## src/rtl/fetch_mem_arbiter_if.sv

```systemverilog
// Fetch/LSU/memory bundle seen by the shared-port arbiter.
// slave  : the arbiter's view (accepts requests, drives the memory port).
// master : the environment's view (IFU, LSU and memory model).
interface fetch_mem_arbiter_if #(
  parameter int ADDR_W = 64
);
  // IFU fetch path
  logic              ifu_req_valid;
  logic [ADDR_W-1:0] ifu_req_addr;
  logic              ifu_req_ready;
  logic              ifu_flush;
  logic              ifu_resp_valid;
  logic [127:0]      ifu_resp_data;
  // LSU path
  logic              lsu_req_valid;
  logic [ADDR_W-1:0] lsu_req_addr;
  logic              lsu_req_write;
  logic [63:0]       lsu_req_wdata;
  logic [7:0]        lsu_req_wmask;
  logic              lsu_req_ready;
  logic              lsu_resp_valid;
  logic [63:0]       lsu_resp_data;
  // Memory port
  logic              mem_req_valid;
  logic              mem_req_ready;
  logic [ADDR_W-1:0] mem_req_addr;
  logic              mem_req_write;
  logic [127:0]      mem_req_wdata;
  logic [15:0]       mem_req_wmask;
  logic              mem_resp_valid;
  logic [127:0]      mem_resp_data;

  modport slave (
    input  ifu_req_valid, ifu_req_addr, ifu_flush,
    output ifu_req_ready, ifu_resp_valid, ifu_resp_data,
    input  lsu_req_valid, lsu_req_addr, lsu_req_write, lsu_req_wdata, lsu_req_wmask,
    output lsu_req_ready, lsu_resp_valid, lsu_resp_data,
    output mem_req_valid, mem_req_addr, mem_req_write, mem_req_wdata, mem_req_wmask,
    input  mem_req_ready, mem_resp_valid, mem_resp_data
  );

  modport master (
    output ifu_req_valid, ifu_req_addr, ifu_flush,
    input  ifu_req_ready, ifu_resp_valid, ifu_resp_data,
    output lsu_req_valid, lsu_req_addr, lsu_req_write, lsu_req_wdata, lsu_req_wmask,
    input  lsu_req_ready, lsu_resp_valid, lsu_resp_data,
    input  mem_req_valid, mem_req_addr, mem_req_write, mem_req_wdata, mem_req_wmask,
    output mem_req_ready, mem_resp_valid, mem_resp_data
  );
endinterface

```

## src/rtl/fetch_mem_arbiter.sv

```systemverilog
// Single-outstanding arbiter sharing one 128-bit memory port between IFU
// fetches and LSU loads/stores. LSU has priority; a starvation counter forces
// an IFU grant after STARVE_LIMIT back-to-back LSU wins. A redirect kills an
// in-flight fetch by letting it complete and dropping the response.
module fetch_mem_arbiter #(
  parameter int ADDR_W       = 64,
  parameter int STARVE_LIMIT = 4   // 1..15
) (
  input  logic               clock,
  input  logic               reset,
  fetch_mem_arbiter_if.slave bus
);

  localparam logic [3:0] LIMIT = 4'(STARVE_LIMIT);

  typedef enum logic [1:0] {S_IDLE, S_REQ, S_WAIT} state_t;

  state_t            state_q, state_d;
  logic              own_ifu_q;      // 1: current transaction belongs to the IFU
  logic [ADDR_W-1:0] addr_q;
  logic              write_q;
  logic [127:0]      wdata_q;
  logic [15:0]       wmask_q;
  logic              hi_q;           // LSU word sits in the upper 64 bits
  logic              drop_q;         // in-flight fetch was redirected
  logic [3:0]        starve_q;
  logic              ifu_resp_valid_q, lsu_resp_valid_q;
  logic [127:0]      ifu_resp_data_q;
  logic [63:0]       lsu_resp_data_q;

  logic can_grant, ifu_elig, force_ifu, lsu_gnt, ifu_gnt, resp_fire, ifu_kill;

  // Low address bits are implied by alignment and never reach memory.
  logic unused_addr_bits;
  assign unused_addr_bits = ^{bus.ifu_req_addr[3:0], bus.lsu_req_addr[2:0]};

  // Winner selection; grants only happen in IDLE and never while in reset,
  // so both readys are low whenever reset is asserted.
  always_comb begin
    can_grant = (state_q == S_IDLE) && !reset;
    ifu_elig  = bus.ifu_req_valid && !bus.ifu_flush;
    // At the limit the IFU is forced; if it is blocked by a flush that cycle,
    // the LSU may still take the port rather than leave it idle.
    force_ifu = (starve_q == LIMIT) && ifu_elig;
    lsu_gnt   = can_grant && bus.lsu_req_valid && !force_ifu;
    ifu_gnt   = can_grant && ifu_elig && !lsu_gnt;
    resp_fire = (state_q == S_WAIT) && bus.mem_resp_valid;
    // A flush arriving with the response still kills the fetch data.
    ifu_kill  = drop_q || bus.ifu_flush;
  end

  // FSM state register.
  always_ff @(posedge clock or posedge reset) begin
    if (reset) state_q <= S_IDLE;
    else       state_q <= state_d;
  end

  // FSM next state.
  always_comb begin
    state_d = state_q;
    case (state_q)
      S_IDLE:  if (lsu_gnt || ifu_gnt) state_d = S_REQ;
      S_REQ:   if (bus.mem_req_ready)  state_d = S_WAIT;
      S_WAIT:  if (bus.mem_resp_valid) state_d = S_IDLE;
      default: state_d = S_IDLE;
    endcase
  end

  // FSM outputs: request handshakes and memory request valid.
  always_comb begin
    bus.ifu_req_ready = ifu_gnt;
    bus.lsu_req_ready = lsu_gnt;
    bus.mem_req_valid = (state_q == S_REQ);
  end

  assign bus.mem_req_addr   = addr_q;
  assign bus.mem_req_write  = write_q;
  assign bus.mem_req_wdata  = wdata_q;
  assign bus.mem_req_wmask  = wmask_q;
  assign bus.ifu_resp_valid = ifu_resp_valid_q;
  assign bus.ifu_resp_data  = ifu_resp_data_q;
  assign bus.lsu_resp_valid = lsu_resp_valid_q;
  assign bus.lsu_resp_data  = lsu_resp_data_q;

  // Latch the winner's request, shaped for the 16B memory port.
  always_ff @(posedge clock or posedge reset) begin
    if (reset) begin
      own_ifu_q <= 1'b0;
      addr_q    <= '0;
      write_q   <= 1'b0;
      wdata_q   <= '0;
      wmask_q   <= '0;
      hi_q      <= 1'b0;
    end else if (lsu_gnt) begin
      own_ifu_q <= 1'b0;
      addr_q    <= {bus.lsu_req_addr[ADDR_W-1:4], 4'h0};
      write_q   <= bus.lsu_req_write;
      wdata_q   <= {bus.lsu_req_wdata, bus.lsu_req_wdata};
      wmask_q   <= bus.lsu_req_addr[3] ? {bus.lsu_req_wmask, 8'h00}
                                       : {8'h00, bus.lsu_req_wmask};
      hi_q      <= bus.lsu_req_addr[3];
    end else if (ifu_gnt) begin
      own_ifu_q <= 1'b1;
      addr_q    <= {bus.ifu_req_addr[ADDR_W-1:4], 4'h0};
      write_q   <= 1'b0;
      wdata_q   <= '0;
      wmask_q   <= '0;
      hi_q      <= 1'b0;
    end
  end

  // Drop flag: set by a redirect against an in-flight fetch, cleared at IDLE.
  always_ff @(posedge clock or posedge reset) begin
    if (reset)                                 drop_q <= 1'b0;
    else if (resp_fire || state_q == S_IDLE)   drop_q <= 1'b0;
    else if (own_ifu_q && bus.ifu_flush)       drop_q <= 1'b1;
  end

  // Starvation counter: counts LSU wins the IFU had to sit through.
  always_ff @(posedge clock or posedge reset) begin
    if (reset)
      starve_q <= '0;
    else if (ifu_gnt)
      starve_q <= '0;
    else if (lsu_gnt && bus.ifu_req_valid) begin
      if (starve_q != LIMIT) starve_q <= starve_q + 4'd1;
    end else if (state_q == S_IDLE && !bus.ifu_req_valid)
      starve_q <= '0;
  end

  // Register the response and steer it to the owner for one cycle.
  always_ff @(posedge clock or posedge reset) begin
    if (reset) begin
      ifu_resp_valid_q <= 1'b0;
      lsu_resp_valid_q <= 1'b0;
      ifu_resp_data_q  <= '0;
      lsu_resp_data_q  <= '0;
    end else begin
      ifu_resp_valid_q <= resp_fire && own_ifu_q && !ifu_kill;
      lsu_resp_valid_q <= resp_fire && !own_ifu_q;
      if (resp_fire && own_ifu_q && !ifu_kill)
        ifu_resp_data_q <= bus.mem_resp_data;
      if (resp_fire && !own_ifu_q)
        lsu_resp_data_q <= write_q ? 64'h0
                         : (hi_q ? bus.mem_resp_data[127:64] : bus.mem_resp_data[63:0]);
    end
  end

  // Only one requester can ever see ready.
  a_one_ready: assert property (@(posedge clock) !(bus.ifu_req_ready && bus.lsu_req_ready));

endmodule

```

## src/flat_wrapper.sv

```systemverilog
// flat-port wrapper written by rule: the top's interface ports become plain ports
module fetch_mem_arbiter_flat 
#(
  parameter int ADDR_W       = 64,
  parameter int STARVE_LIMIT = 4           
)
  (clock, reset, bus_ifu_req_valid, bus_ifu_req_addr, bus_ifu_flush, bus_ifu_req_ready, bus_ifu_resp_valid, bus_ifu_resp_data, bus_lsu_req_valid, bus_lsu_req_addr, bus_lsu_req_write, bus_lsu_req_wdata, bus_lsu_req_wmask, bus_lsu_req_ready, bus_lsu_resp_valid, bus_lsu_resp_data, bus_mem_req_valid, bus_mem_req_addr, bus_mem_req_write, bus_mem_req_wdata, bus_mem_req_wmask, bus_mem_req_ready, bus_mem_resp_valid, bus_mem_resp_data);
  fetch_mem_arbiter_if #(.ADDR_W(ADDR_W)) bus_i ();
  input  logic clock;
  input  logic reset;
  input wire logic [$bits(bus_i.ifu_req_valid)-1:0] bus_ifu_req_valid;
  input wire logic [$bits(bus_i.ifu_req_addr)-1:0] bus_ifu_req_addr;
  input wire logic [$bits(bus_i.ifu_flush)-1:0] bus_ifu_flush;
  output wire logic [$bits(bus_i.ifu_req_ready)-1:0] bus_ifu_req_ready;
  output wire logic [$bits(bus_i.ifu_resp_valid)-1:0] bus_ifu_resp_valid;
  output wire logic [$bits(bus_i.ifu_resp_data)-1:0] bus_ifu_resp_data;
  input wire logic [$bits(bus_i.lsu_req_valid)-1:0] bus_lsu_req_valid;
  input wire logic [$bits(bus_i.lsu_req_addr)-1:0] bus_lsu_req_addr;
  input wire logic [$bits(bus_i.lsu_req_write)-1:0] bus_lsu_req_write;
  input wire logic [$bits(bus_i.lsu_req_wdata)-1:0] bus_lsu_req_wdata;
  input wire logic [$bits(bus_i.lsu_req_wmask)-1:0] bus_lsu_req_wmask;
  output wire logic [$bits(bus_i.lsu_req_ready)-1:0] bus_lsu_req_ready;
  output wire logic [$bits(bus_i.lsu_resp_valid)-1:0] bus_lsu_resp_valid;
  output wire logic [$bits(bus_i.lsu_resp_data)-1:0] bus_lsu_resp_data;
  output wire logic [$bits(bus_i.mem_req_valid)-1:0] bus_mem_req_valid;
  output wire logic [$bits(bus_i.mem_req_addr)-1:0] bus_mem_req_addr;
  output wire logic [$bits(bus_i.mem_req_write)-1:0] bus_mem_req_write;
  output wire logic [$bits(bus_i.mem_req_wdata)-1:0] bus_mem_req_wdata;
  output wire logic [$bits(bus_i.mem_req_wmask)-1:0] bus_mem_req_wmask;
  input wire logic [$bits(bus_i.mem_req_ready)-1:0] bus_mem_req_ready;
  input wire logic [$bits(bus_i.mem_resp_valid)-1:0] bus_mem_resp_valid;
  input wire logic [$bits(bus_i.mem_resp_data)-1:0] bus_mem_resp_data;
  assign bus_i.ifu_req_valid = bus_ifu_req_valid;
  assign bus_i.ifu_req_addr = bus_ifu_req_addr;
  assign bus_i.ifu_flush = bus_ifu_flush;
  assign bus_ifu_req_ready = bus_i.ifu_req_ready;
  assign bus_ifu_resp_valid = bus_i.ifu_resp_valid;
  assign bus_ifu_resp_data = bus_i.ifu_resp_data;
  assign bus_i.lsu_req_valid = bus_lsu_req_valid;
  assign bus_i.lsu_req_addr = bus_lsu_req_addr;
  assign bus_i.lsu_req_write = bus_lsu_req_write;
  assign bus_i.lsu_req_wdata = bus_lsu_req_wdata;
  assign bus_i.lsu_req_wmask = bus_lsu_req_wmask;
  assign bus_lsu_req_ready = bus_i.lsu_req_ready;
  assign bus_lsu_resp_valid = bus_i.lsu_resp_valid;
  assign bus_lsu_resp_data = bus_i.lsu_resp_data;
  assign bus_mem_req_valid = bus_i.mem_req_valid;
  assign bus_mem_req_addr = bus_i.mem_req_addr;
  assign bus_mem_req_write = bus_i.mem_req_write;
  assign bus_mem_req_wdata = bus_i.mem_req_wdata;
  assign bus_mem_req_wmask = bus_i.mem_req_wmask;
  assign bus_i.mem_req_ready = bus_mem_req_ready;
  assign bus_i.mem_resp_valid = bus_mem_resp_valid;
  assign bus_i.mem_resp_data = bus_mem_resp_data;
  fetch_mem_arbiter #(.ADDR_W(ADDR_W), .STARVE_LIMIT(STARVE_LIMIT)) u_core (.clock(clock), .reset(reset), .bus(bus_i));
endmodule
```

## config.mk

```make
export PLATFORM = sky130hd
export DESIGN_NAME = fetch_mem_arbiter_flat
export DESIGN_NICKNAME = d
export VERILOG_FILES = /design/src/rtl/fetch_mem_arbiter_if.sv /design/src/rtl/fetch_mem_arbiter.sv /design/src/flat_wrapper.sv
export SDC_FILE = /design/constraint.sdc
export NUM_CORES = 1
export LEC_CHECK = 0
export CAP_MARGIN = 20
export CORE_AREA = 2 2 287 289
export CTS_CLUSTER_DIAMETER = 100
export DETAILED_ROUTE_END_ITERATION = 12
export DIE_AREA = 0 0 289 291
export SETUP_SLACK_MARGIN = 0.15
export SLEW_MARGIN = 20
export SYNTH_ARGS = -nofsm -noshare
export SYNTH_HDL_FRONTEND = slang
export SYNTH_SLANG_ARGS = --single-unit
```

## constraint.sdc

```tcl
create_clock -name clock -period 12.3 [get_ports clock]
set_input_delay 2.46 -clock clock [delete_from_list [all_inputs] [get_ports clock]]
set_output_delay 2.46 -clock clock [all_outputs]
set_load 0.01 [all_outputs]
```

Word level (Yosys, flattened, before mapping)
Cells that the tools add are included.
{"block": "totals", "register_bits": 412, "input_bits": 336, "elab_cells": 76}
{"block": "classes", "n_addsub": 1, "n_eq_ne": 8, "mux": 24, "reduce_logical": 30}
{"op": "128-bit 2-to-1 mux", "n": 2}
{"op": "64-bit 2-to-1 mux", "n": 4}
{"op": "16-bit 2-to-1 mux", "n": 3}
{"op": "4-bit 2-to-1 mux", "n": 4}
{"op": "1-bit logical AND", "n": 14}
{"op": "1-bit logical NOT", "n": 7}
{"op": "1-bit 2-to-1 mux", "n": 7}
{"op": "2-bit 2-to-1 mux", "n": 3}
{"op": "2-bit one-hot mux with 3 select lines", "n": 1}
{"op": "4-bit by 1-bit adder with 4-bit output, second input constant", "n": 1}
{"op": "4-bit by 3-bit equality test with 1-bit output, second input constant", "n": 1}
{"op": "2-bit != test, second input constant", "n": 2}
{"op": "4-bit by 3-bit != test with 1-bit output, second input constant", "n": 1}
{"op": "2-bit nonzero test", "n": 2}
{"op": "1-bit logical OR", "n": 3}
{"op": "3-bit by 2-bit != test with 1-bit output, second input constant", "n": 1}
{"op": "3-bit AND reduction", "n": 1}
{"op": "3-bit nonzero test", "n": 1}
{"op": "2-bit by 1-bit equality test with 1-bit output, second input constant", "n": 1}
{"op": "2-bit equality test, second input constant", "n": 1}
{"op": "2-bit logical NOT", "n": 1}
{"op": "2-bit by 1-bit != test with 1-bit output, second input constant", "n": 1}
{"op": "2-bit AND reduction", "n": 1}

Depth between registers and ports, before layout
Gate-level depths: netlist of the first run.
{"block": "depth", "depth_word": 10, "depth_mapped": 9, "depth_no_buf": 7}

Worst setup path after synthesis of the first run
No wires, ideal clock.
{"block": "synth_path", "kind": "input to register", "startpoint": "input reset", "endpoint": "register u_core.starve_q[2]", "setup_time_ns": 0.124, "arrival_ns": 10.623, "path_slack_ns": 1.553, "cell_stages": 4, "path_cell_list": "inv_1 -> a31oi_1 -> or3_1 -> a211o_1"}
{"block": "synth_via", "elab_chain_len": 8, "elab_cells_between_ends": 13}
{"element": "start: declaration", "line": "flat_wrapper.sv:10", "text": "input logic reset;"}
{"element": "1-bit logical NOT *", "line": "fetch_mem_arbiter.sv:40", "text": "can_grant = (state_q == S_IDLE) && !reset;"}
{"element": "1-bit logical AND *", "line": "fetch_mem_arbiter.sv:40"}
{"element": "1-bit logical AND (2 in series)", "line": "fetch_mem_arbiter.sv:45", "text": "lsu_gnt = can_grant && bus.lsu_req_valid && !force_ifu;"}
{"element": "1-bit logical NOT", "line": "fetch_mem_arbiter.sv:46", "text": "ifu_gnt = can_grant && ifu_elig && !lsu_gnt;"}
{"element": "1-bit logical AND", "line": "fetch_mem_arbiter.sv:46"}
{"element": "3-bit by 2-bit != test with 1-bit output (no line) or 3-bit nonzero test (tied branches)"}
{"element": "2-bit AND reduction (no line)"}
{"element": "end signal: assignment", "line": "fetch_mem_arbiter.sv:126", "text": "if (starve_q != LIMIT) starve_q <= starve_q + 4'd1;"}
{"element": "end: declaration", "line": "fetch_mem_arbiter.sv:26", "text": "logic [3:0] starve_q;"}
Mark *: on every way between the ends. The rest lies on a longest branch, timed or not.
A chain may end at the register's enable or synchronous reset.

Worst setup path after layout of the first run
{"block": "layout_path", "startpoint": "input reset", "endpoint": "output bus_ifu_req_ready"}
{"block": "layout_via", "elab_chain_len": 6, "elab_cells_between_ends": 7}
{"element": "1-bit logical NOT *", "line": "fetch_mem_arbiter.sv:40"}
{"element": "1-bit logical AND *", "line": "fetch_mem_arbiter.sv:40"}
{"element": "1-bit logical AND (2 in series)", "line": "fetch_mem_arbiter.sv:45"}
{"element": "1-bit logical NOT", "line": "fetch_mem_arbiter.sv:46"}
{"element": "1-bit logical AND *", "line": "fetch_mem_arbiter.sv:46"}
{"element": "end: declaration", "line": "flat_wrapper.sv:14", "text": "output wire logic [$bits(bus_i.ifu_req_ready)-1:0] bus_ifu_req_ready;"}
Marked as above.

==> summary.md, run 1 <==
| Metric | Value |
|---|---|
| Status | complete, no violations |
| Vias in the first global route | 12880 |
| Fillers | 8314 |
| Post-synthesis sequential area ratio | 57.91% |
| Post-CTS Hold Buffers | 0 |
| R2R setup slack | 8.88 ns |
| Vias | 12310 |
| CP peak stage delay | 0.58 ns |
| R2R cell count | 7 |
| Worst slew margin | 31.35% |
| Largest net degree at the start of global routing | 118 |
| WHS Path Cells | 2 |
| Worst Path Required | 9.84 ns |
| CTS tree | built |
| Wire per inst | 17.95 um |
| Num CTS Buffers | 40 |
| Dominant cell type by area after synthesis | dfrtp_1 |
| Max cap viols | 0 |
| Clk buf depth | 3 |
| Netlist cell types | 37 |
| Yosys reg bits | 344 |
| Aggregate routed wire length | 54.48 mm |
| # nets final | 2270 |
| Asr flop ratio synth | 100.0% |
| Clock skew | 0.01697 ns |
| CP Max Fanout | 58 |
| Die Y | 291 um |
| Least-Margin Pin Slew | 1.030 ns |
| Final slew viol count | 0 |
| Power Total | 5.941 mW |
| DRC viols | 0 |
| Worst slack at placement | 5.316 ns |
| PD cells | 245.4 nW/um^2 |
| WS Path Type | in2out |
| Final Hold Viols | 0 |
| Crit. End Element | output port |
| Reg2reg start | u_core.state_q[1]$_DFFE_PP0P_ |
| DRT Pass-1 Iters | 5 |
| Setup tns final | 0 ns |
| # H-tree levels | 2 |
| Setup WS post-layout | 5.348 ns |
| # clock sinks | 344 |
| CP most frequent cell | clkdlybuf4s50_1 |
| YS warnings | 0 |
| Top cell type's share of synthesized area | 57.91% |
| Storage cell area | 8613 um^2 |
| Synth top cells by count | dfrtp_1, nand2_1, mux2_2 |
| Die ar. | 84100 um^2 |
| GRT overflow | 0 |
| Post-synth EDFFs | 0 |
| Initial DRC Count | 562 |
| Maximum clock rate | 0.1438 GHz |
| Met3 Usage GRT | 3.605% |
| Critical path buffer and inverter count | 3 |
| Last element of the critical path | bus_ifu_req_ready |
| Post-Synthesis Cell Area | 14870 um^2 |
| IO Count | 742 |
| Crit path DAT | 4.49 ns |
| Port buffer count | 730 |
| Post-Syn Instances | 1301 |
| GR peak layer | met2 |
| Row cnt | 105 |
| Met1 Use GR | 14.65% |
| Leakage | 10.72 nW |
| Post-route ant nets | 0 |
| Levels on crit path | 6 |
| Initial antenna violation count | 6 |
| Core area | 81190 um^2 |
| Post-CTS Setup Inserts | 0 |
| Worst IR Drop VDD | 0.1135 mV |
| Synth Flop Type | dfrtp_1 |
| Share of cells above drive strength 1 | 11.06% |
| Syn avg cell area | 11.43 um^2 |
| Count leader, synth | dfrtp_1 |
| Tcrit/Tclk final | 56.52% |
| Die width | 289 um |
| Area Overhead vs Synth | 62.85% |
| Clock latency on the worst-skew pair | 0.55 ns |
| Met2 GRT Util | 21.01% |
| Crit-path slowest cell | clkdlybuf4s50_1 |
| Cell chain of the critical path | clkdlybuf4s50_1 > nor3_4 > o211ai_4 > inv_6 > nor2_1 > clkdlybuf4s50_1 |
| Critical path startpoint category | input pin |
| Setup Viol. Count Final | 0 |
| Clk root buf | clkbuf_16 |
| Capturing point of the worst reg2reg path | u_core.bus.mem_req_addr[5]$_DFFE_PP0P_ |
| Initial core utilization | 18.31% |
| DP HPWL | 40.63 mm |
| RSZ-0062 raised after global routing | false |
| Cts repair resizes | 0 |
| Leading post-synthesis cells by cell area | dfrtp_1, mux2_2, mux2i_1 |
| Vias per cell | 4.056 |
| Final min period | 6.952 ns |
| Total global-route track usage | 12.31% |
| Beginning of the critical path | reset |
| Multi-input gate area | 5314 um^2 |
| Clock transition at the registers of the reported paths | 0.05 ns |
| Cell family with most CP delay | buffers and inverters |
| Worst Hold Class | reg2reg |
| Final Wtd Congestion | 0.8246 |
| Global-route wire length before repair | 79.83 mm |
-- final cells by class --
type,count,area share [%]
well taps,1070,5.530
multi-input cells,792,21.95
flip-flops and latches,344,35.58
inverters,9,0.1912
clock buffers,56,4.884
repair buffers,745,30.70
clock inverters,16,1.132
diodes,3,0.03101
-- tightest hold or removal path, stage by stage (launching register included) --
cell and delay, ns:
dfrtp_1 0.33, nand2_1 0.05, o31ai_1 0.05
-- state kept, by name, summed over array words and instances, names as in the netlist --
name and cells:
u_core.starve_q 4, u_core.own_ifu_q 1, u_core.bus.mem_req_write 1, u_core.bus.mem_req_wdata 64, u_core.hi_q 1, u_core.drop_q 1
u_core.state_q 2, u_core.bus.ifu_resp_data 128, u_core.bus.lsu_resp_valid 1, u_core.bus.mem_req_wmask 16, u_core.bus.lsu_resp_data 64, u_core.bus.ifu_resp_valid 1
u_core.bus.mem_req_addr 60
-- per-layer routing --
layer / vias to the layer above / share of wire, %
li1: 5679 / -
met1: 6012 / 40
met2: 532 / 48
met3: 84 / 8.6
met4: 4 / 3.0
met5: - / 0.050
-- metrics by stage --
stage	utilization (%)	hold WS, ns	instance area (um^2)	instances
finish	29.82	0.4756	24210	3035
global placement	28.01	0.4604	22740	2960
floorplan	-	0.4921	14880	1304
CTS	29.81	0.4776	24200	3032
detailed placement	28.01	0.4654	22740	2960
global route	29.81	0.4991	24200	3033
-- worst min-delay path by stage --
stage	from	end	slack [ns]
final	u_core.bus.lsu_resp_data[7]$_DFFE_PP0P_	u_core.bus.lsu_resp_data[7]$_DFFE_PP0P_	0.48
after global routing	u_core.bus.lsu_resp_data[59]$_DFFE_PP0P_	u_core.bus.lsu_resp_data[59]$_DFFE_PP0P_	0.50
after CTS	u_core.bus.lsu_resp_data[59]$_DFFE_PP0P_	u_core.bus.lsu_resp_data[59]$_DFFE_PP0P_	0.48
after detailed placement	u_core.bus.lsu_resp_data[59]$_DFFE_PP0P_	u_core.bus.lsu_resp_data[59]$_DFFE_PP0P_	0.47
after global placement	u_core.bus.lsu_resp_data[13]$_DFFE_PP0P_	u_core.bus.lsu_resp_data[13]$_DFFE_PP0P_	0.46
after floorplan	u_core.drop_q$_DFFE_PP0P_	u_core.drop_q$_DFFE_PP0P_	0.49
-- layout by cell type, fill, tap and decap left out, types with 14 or more instances in the layout --
master           instances
buf_4                   14
clkbuf_16               41
clkdlybuf4s50_1        730
dfrtp_1                342
mux2_2                 128
mux2i_1                125
nand2_1                277
nand3_1                 93
o21ai_0                 22
o21ai_1                 40
o31ai_1                 64
-- cells by family after synthesis --
family                     synth area share [%]
and+or+nand+nor                           11.34
DFF                                       57.91
muxes                                     18.11
buffers and inverters                     6.565
AOI/OAI and AO/OA                         5.883
adders and majority gates                0.1683
other                                   0.02523
-- power breakdown --
group	internal, mW	total [mW]	leakage, nW	switching, mW
clock network	0.819	1.31	0.713	0.491
registers	1.66	2.05	4.43	0.388
logic	1.50	2.58	5.58	1.08
total	3.98	5.94	10.7	1.96
(Power assumes the default switching activity.)
==> run 2: changes to the inputs <==
==> constraint.sdc (replaced) <==
create_clock -name clock -period 6.16 [get_ports clock]
set_input_delay 1.232 -clock clock [delete_from_list [all_inputs] [get_ports clock]]
set_output_delay 1.232 -clock clock [all_outputs]
set_load 0.01 [all_outputs]
==> run 2 against run 1 <==
Against the previous run:
- hold slack better by 0.0017 ns
- final cell count shrank 0.13%
- register-to-register slack got worse by 5.8 ns
- flip-flop and latch count stayed put
- first-iteration DRC count fell by 18%
- clock skew down 0.0011 ns
- count of clock-buffer cells in the layout increased by 2
- total power up 94%
- utilization decreased by 0.23 points
- critical path type unchanged
- largest power group unchanged
==> summary.md, run 2 (synthesis gave the netlist of run 1 again) <==
| Metric | Value |
|---|---|
| Status | complete, no violations (unchanged) |
| Final min period | 4.612 ns |
| Worst IR Drop VDD | 0.2225 mV (was 0.1135 mV) |
| Max reg flops | 128 (unchanged) |
| GRT overflow | 0 (unchanged) |
| Row cnt | 105 (unchanged) |
| Critical path startpoint category | input pin (unchanged) |
| Die Y | 291 um (unchanged) |
| Vias | 12190 (was 12310) |
| Final Wtd Congestion | 0.7891 (was 0.8246) |
| Leakage | 10.63 nW (was 10.72 nW) |
| DRT Pass-1 Iters | 4 (was 5) |
| Core area | 81190 um^2 (unchanged) |
| Port buffer count | 730 (unchanged) |
| Clock transition at the registers of the reported paths | 0.06 ns (was 0.05 ns) |
| Max cap viols | 0 (unchanged) |
| Beginning of the critical path | bus_ifu_flush (was reset) |
| Last element of the critical path | bus_ifu_req_ready (unchanged) |
| # clock sinks | 344 (unchanged) |
| Aggregate routed wire length | 53.11 mm (was 54.48 mm) |
| Worst slew margin | 23.71% (was 31.35%) |
| Final Hold Viols | 0 (unchanged) |
| Setup Viol. Count Final | 0 (unchanged) |
| Post-CTS Setup Inserts | 0 (unchanged) |
| Largest net degree at the start of global routing | 154 (was 118) |
| Total global-route track usage | 11.92% (was 12.31%) |
| Hold Slack | 0.4774 ns (was 0.4756 ns) |
| Vias per cell | 4.022 (was 4.056) |
| CP Max Fanout | 69 (was 58) |
| Die width | 289 um (unchanged) |
| Num CTS Buffers | 40 (unchanged) |
| GR peak layer | met2 (unchanged) |
| Wire per inst | 17.52 um (was 17.95 um) |
| Cts repair resizes | 0 (unchanged) |
| Share of cells above drive strength 1 | 10.66% (was 11.06%) |
| Setup WS post-layout | 1.548 ns (was 5.348 ns) |
| WS Path Type | in2out (unchanged) |
| Worst Path Required | 4.93 ns (was 9.84 ns) |
| Commonest non-fill, non-tap cell in the layout | clkdlybuf4s50_1 (unchanged) |
| PD cells | 479.4 nW/um^2 (was 245.4 nW/um^2) |
| CTS tree | built (unchanged) |
| Initial antenna violation count | 6 (unchanged) |
| Power Total | 11.51 mW (was 5.941 mW) |
| Post-CTS Hold Buffers | 0 (unchanged) |
| Met2 GRT Util | 20.71% (was 21.01%) |
| IO Count | 742 (unchanged) |
| Initial core utilization | 18.31% (unchanged) |
| Met1 Use GR | 13.53% (was 14.65%) |
| Met3 Usage GRT | 4.138% (was 3.605%) |
| Area Overhead vs Synth | 61.58% (was 62.85%) |
| DRC viols | 0 (unchanged) |
| Initial DRC Count | 460 (was 562) |
| Clock latency on the worst-skew pair | 0.55 ns (about the same) |
| RSZ-0062 raised after global routing | false (unchanged) |
| Worst Hold Class | reg2reg (unchanged) |
| Crit. End Element | output port (unchanged) |
| Fillers | 8297 (was 8314) |
| Clk buf depth | 3 (unchanged) |
| Global-route wire length before repair | 77.79 mm (was 79.83 mm) |
| Final slew viol count | 0 (unchanged) |
| Least-Margin Pin Slew | 1.144 ns (was 1.030 ns) |
| Maximum clock rate | 0.2168 GHz |
| Vias in the first global route | 12970 (was 12880) |
| Worst slack at placement | 1.521 ns (was 5.316 ns) |
| Tcrit/Tclk final | 74.87% |
| Reg2reg start | u_core.starve_q[0]$_DFFE_PP0P_ (was u_core.state_q[1]$_DFFE_PP0P_) |
| Clock skew | 0.01583 ns (was 0.01697 ns) |
| Die ar. | 84100 um^2 (unchanged) |
| DP HPWL | 39.63 mm (was 40.63 mm) |
| R2R setup slack | 3.06 ns (was 8.88 ns) |
| # H-tree levels | 2 (unchanged) |
| R2R cell count | 8 (was 7) |
| Commonest cells after routing, fill and taps aside | clkdlybuf4s50_1, dfrtp_1, nand2_1 (unchanged) |
| Capturing point of the worst reg2reg path | u_core.bus.mem_req_addr[59]$_DFFE_PP0P_ (was u_core.bus.mem_req_addr[5]$_DFFE_PP0P_) |
| Post-route ant nets | 0 (unchanged) |
| Crit path DAT | 3.38 ns (was 4.49 ns) |
| # nets final | 2269 (was 2270) |
| Clk root buf | clkbuf_16 (unchanged) |
[run 2: worst min-delay path by stage]
stage | start | end | slack, ns | cells past startpoint
2_1_floorplan | u_core.drop_q$_DFFE_PP0P_ | u_core.drop_q$_DFFE_PP0P_ | 0.49 | 2
6_report | u_core.bus.lsu_resp_data[22]$_DFFE_PP0P_ | u_core.bus.lsu_resp_data[22]$_DFFE_PP0P_ | 0.48 | 2
3_5_place_dp | u_core.bus.lsu_resp_data[18]$_DFFE_PP0P_ | u_core.bus.lsu_resp_data[18]$_DFFE_PP0P_ | 0.47 | 2
4_1_cts | u_core.bus.lsu_resp_data[18]$_DFFE_PP0P_ | u_core.bus.lsu_resp_data[18]$_DFFE_PP0P_ | 0.48 | 2
3_3_place_gp | u_core.bus.lsu_resp_data[47]$_DFFE_PP0P_ | u_core.bus.lsu_resp_data[47]$_DFFE_PP0P_ | 0.46 | 2
5_1_grt | u_core.bus.lsu_resp_data[42]$_DFFE_PP0P_ | u_core.bus.lsu_resp_data[42]$_DFFE_PP0P_ | 0.50 | 2
[run 2: per-stage QoR]
step                      util [%]  instance area (um^2)  setup TNS, ns  cells
after floorplan                  -                 14880         -2.402   1304
final                        29.58                 24020              0   3031
after global routing         29.58                 24020              0   3030
after detailed placement     28.05                 22770              0   2959
after global placement       28.05                 22770              0   2959
after CTS                    29.58                 24020              0   3030
[run 2: worst max-delay path: stages]
cell             delay (ns)
clkdlybuf4s50_1        0.54
nand2b_1               0.24
o211ai_4               0.25
inv_6                  0.20
nor2_1                 0.30
clkdlybuf4s50_1        0.61
[run 2: power by group]
part | internal [mW] | switching [mW] | total (mW)
Combinational | 3.00 | 2.18 | 5.19
Clock | 1.33 | 0.964 | 2.29
Sequential | 3.31 | 0.725 | 4.04
Total | 7.64 | 3.87 | 11.5
[run 2: area by class of cell]
cell class / instances / area [um^2] / share of cell area, %
Clock buffer: 58 / 1139 / 4.740
Timing Repair Buffer: 744 / 7462 / 31.07
Multi-Input combinational cell: 792 / 5314 / 22.12
Inverter: 9 / 42.54 / 0.1771
Tap cell: 1070 / 1339 / 5.574
Clock inverter: 13 / 107.6 / 0.4480
Sequential cell: 344 / 8613 / 35.86
Antenna cell: 1 / 2.502 / 0.01042
[run 2: routing by layer]
layer,vias to the layer above,wire (um)
li1,5651,-
met1,5912,20540
met5,-,13
met3,77,5291
met4,2,1522
met2,549,25740
==> run 3: changes to the inputs <==
==> constraint.sdc (replaced) <==
create_clock -name clock -period 4.58 [get_ports clock]
set_input_delay 0.916 -clock clock [delete_from_list [all_inputs] [get_ports clock]]
set_output_delay 0.916 -clock clock [all_outputs]
set_load 0.01 [all_outputs]
==> run 3 against run 2 <==
Against the previous run:
- global-route usage rose by 0.16 points
- final cell count barely moved
- highest routed layer is now met4
- critical path type unchanged
- combinational power rose by 34%
- total power rose by 36%
- critical endpoint unchanged
- final area rose by 0.52%
==> summary.md, run 3 (synthesis gave the netlist of run 1 again) <==
| Metric | Value |
|---|---|
| Vias per cell | 4.018 (was 4.022) |
| IO Count | 742 (unchanged) |
| Storage cell area | 8613 um^2 (unchanged) |
| Clock skew | 0.02338 ns (was 0.01583 ns) |
| Port buffer count | 730 (unchanged) |
| DRT Pass-1 Iters | 5 (was 4) |
| Largest net degree at the start of global routing | 206 (was 154) |
| Num CTS Buffers | 41 (was 40) |
| Capturing point of the worst reg2reg path | u_core.bus.mem_req_wmask[6]$_DFFE_PP0P_ (was u_core.bus.mem_req_addr[59]$_DFFE_PP0P_) |
| Die width | 289 um (unchanged) |
| CP Max Fanout | 7 (was 69) |
| Cts repair resizes | 0 (unchanged) |
| Worst IR Drop VDD | 0.3063 mV (was 0.2225 mV) |
| Initial core utilization | 18.31% (unchanged) |
| Area Overhead vs Synth | 62.42% (was 61.58%) |
| Initial DRC Count | 480 (was 460) |
| WHS Path Cells | 2 (unchanged) |
| # nets final | 2270 (was 2269) |
| Total global-route track usage | 12.08% (was 11.92%) |
| Clk buf depth | 3 (unchanged) |
| DRC viols | 0 (unchanged) |
| Tcrit/Tclk final | 78.70% |
| Multi-input gate area | 5314 um^2 (unchanged) |
| Post-CTS Setup Inserts | 0 (unchanged) |
| Critical path buffer and inverter count | 3 (unchanged) |
| Crit path DAT | 2.69 ns (was 3.38 ns) |
| Power Total | 15.67 mW (was 11.51 mW) |
| Clock latency on the worst-skew pair | 0.56 ns (was 0.55 ns) |
| Vias | 12170 (was 12190) |
| Commonest cells after routing, fill and taps aside | clkdlybuf4s50_1, dfrtp_1, nand2_1 (unchanged) |
| DP Area | 22820 um^2 (was 22770 um^2) |
| Final Wtd Congestion | 0.8598 (was 0.7891) |
| Aggregate routed wire length | 52.98 mm (was 53.11 mm) |
| Max cap viols | 0 (unchanged) |
| Inst Count DP | 2959 (unchanged) |
| RSZ-0062 raised after global routing | false (unchanged) |
| # H-tree levels | 2 (unchanged) |
| Worst slew margin | 33.65% (was 23.71%) |
| Clock transition at the registers of the reported paths | 0.06 ns (about the same) |
| Cell chain of the critical path | clkdlybuf4s50_1 > nand2b_1 > o211ai_4 > inv_6 > nor2_1 > clkdlybuf4s50_1 (unchanged) |
| CTS tree | built (unchanged) |
| Hold Slack | 0.4784 ns (was 0.4774 ns) |
| Cell family with most CP delay | buffers and inverters (unchanged) |
| Vias in the first global route | 12830 (was 12970) |
| Final slew viol count | 0 (unchanged) |
| Worst Path Required | 3.66 ns (was 4.93 ns) |
| Worst slack at placement | 0.9278 ns (was 1.521 ns) |
| R2R cell count | 8 (unchanged) |
| Global-route wire length before repair | 78.98 mm (was 77.79 mm) |
| Die Y | 291 um (unchanged) |
| CP most frequent cell | clkdlybuf4s50_1 (unchanged) |
| Worst Hold Class | reg2reg (unchanged) |
| Fin cells | 3028 (was 3031) |
| Commonest non-fill, non-tap cell in the layout | clkdlybuf4s50_1 (unchanged) |
| Core Util, Final | 29.74% (was 29.58%) |
| Post-CTS Hold Buffers | 0 (unchanged) |
| Max reg flops | 128 (unchanged) |
| Hold Path End | u_core.bus.lsu_resp_data[27]$_DFFE_PP0P_ (was u_core.bus.lsu_resp_data[22]$_DFFE_PP0P_) |
| Status | complete, no violations (unchanged) |
| WS Path Type | in2out (unchanged) |
| Die ar. | 84100 um^2 (unchanged) |
| Core area | 81190 um^2 (unchanged) |
| Post-route ant nets | 0 (unchanged) |
| Design Area, Final | 24140 um^2 (was 24020 um^2) |
| Setup Viol. Count Final | 0 (unchanged) |
| Critical path startpoint category | input pin (unchanged) |
| R2R setup slack | 1.96 ns (was 3.06 ns) |
| Leakage | 10.68 nW (was 10.63 nW) |
| Maximum clock rate | 0.2774 GHz |
| Final Hold Viols | 0 (unchanged) |
| Least-Margin Pin Slew | 0.9952 ns (was 1.144 ns) |
| Final min period | 3.604 ns |
| Fillers | 8303 (was 8297) |
| Row cnt | 105 (unchanged) |
| Initial antenna violation count | 3 (was 6) |
| DP HPWL | 38.90 mm (was 39.63 mm) |
| Reg2reg start | u_core.starve_q[0]$_DFFE_PP0P_ (unchanged) |
| PD cells | 649.1 nW/um^2 (was 479.4 nW/um^2) |
| Setup WS post-layout | 0.9757 ns (was 1.548 ns) |
| Share of cells above drive strength 1 | 10.64% (was 10.66%) |
| Crit. End Element | output port (unchanged) |
| GRT overflow | 0 (unchanged) |
| Setup tns final | 0 ns (unchanged) |
| # clock sinks | 344 (unchanged) |
| Wire per inst | 17.50 um (was 17.52 um) |
| CP peak stage delay | 0.57 ns (was 0.61 ns) |
| Hold wc startpoint | u_core.bus.lsu_resp_data[27]$_DFFE_PP0P_ (was u_core.bus.lsu_resp_data[22]$_DFFE_PP0P_) |
| Crit-path slowest cell | clkdlybuf4s50_1 (unchanged) |
| Clk root buf | clkbuf_16 (unchanged) |
[run 3: cell types whose count changed in the layout (fill, tap and decap cells not counted), sizes merged]
| cell | delta |
|---|---|
| bufinv | +2 |
| clkbuf | -2 |
| inv | -1 |
| diode | +2 |
| clkinv | -4 |
[run 3: cell type report]
class / instances / share of cell area [%]
Timing Repair Buffer: 744 / 31.11
Tap cell: 1070 / 5.545
Clock inverter: 10 / 0.5908
Multi-Input combinational cell: 792 / 22.01
Sequential cell: 344 / 35.67
Clock buffer: 56 / 4.861
Antenna cell: 3 / 0.03109
Inverter: 9 / 0.1762
[run 3: how the worst max path moves through the flow]
stage / from / end / depth (start not counted)
2_1_floorplan: reset / u_core.starve_q[1]$_DFFE_PP0P_ / 4
3_3_place_gp: reset / bus_ifu_req_ready / 5
3_5_place_dp: reset / bus_ifu_req_ready / 5
4_1_cts: reset / bus_ifu_req_ready / 5
5_1_grt: reset / bus_ifu_req_ready / 5
6_report: bus_ifu_flush / bus_ifu_req_ready / 6
[run 3: routing by layer]
layer	GRT usage, %	up-vias	share of wire, %
met3	3.440	79	8.6
met2	21.36	530	50
li1	-	5667	-
met5	0	-	0
met4	4.727	0	3.5
met1	13.57	5892	38
[run 3: worst min-delay path: cells and delay by family, from the launching register on]
family	cells	cell delay [ns]
AO/OA/AOI/OAI	1	0.05
flip-flops	1	0.34
AND/OR/NAND/NOR	1	0.05
[run 3: where the power goes]
| part | switching (mW) | internal [mW] |
|---|---|---|
| combinational | 2.92 | 4.05 |
| sequential | 1.02 | 4.46 |
| clock | 1.28 | 1.95 |
| total | 5.22 | 10.5 |
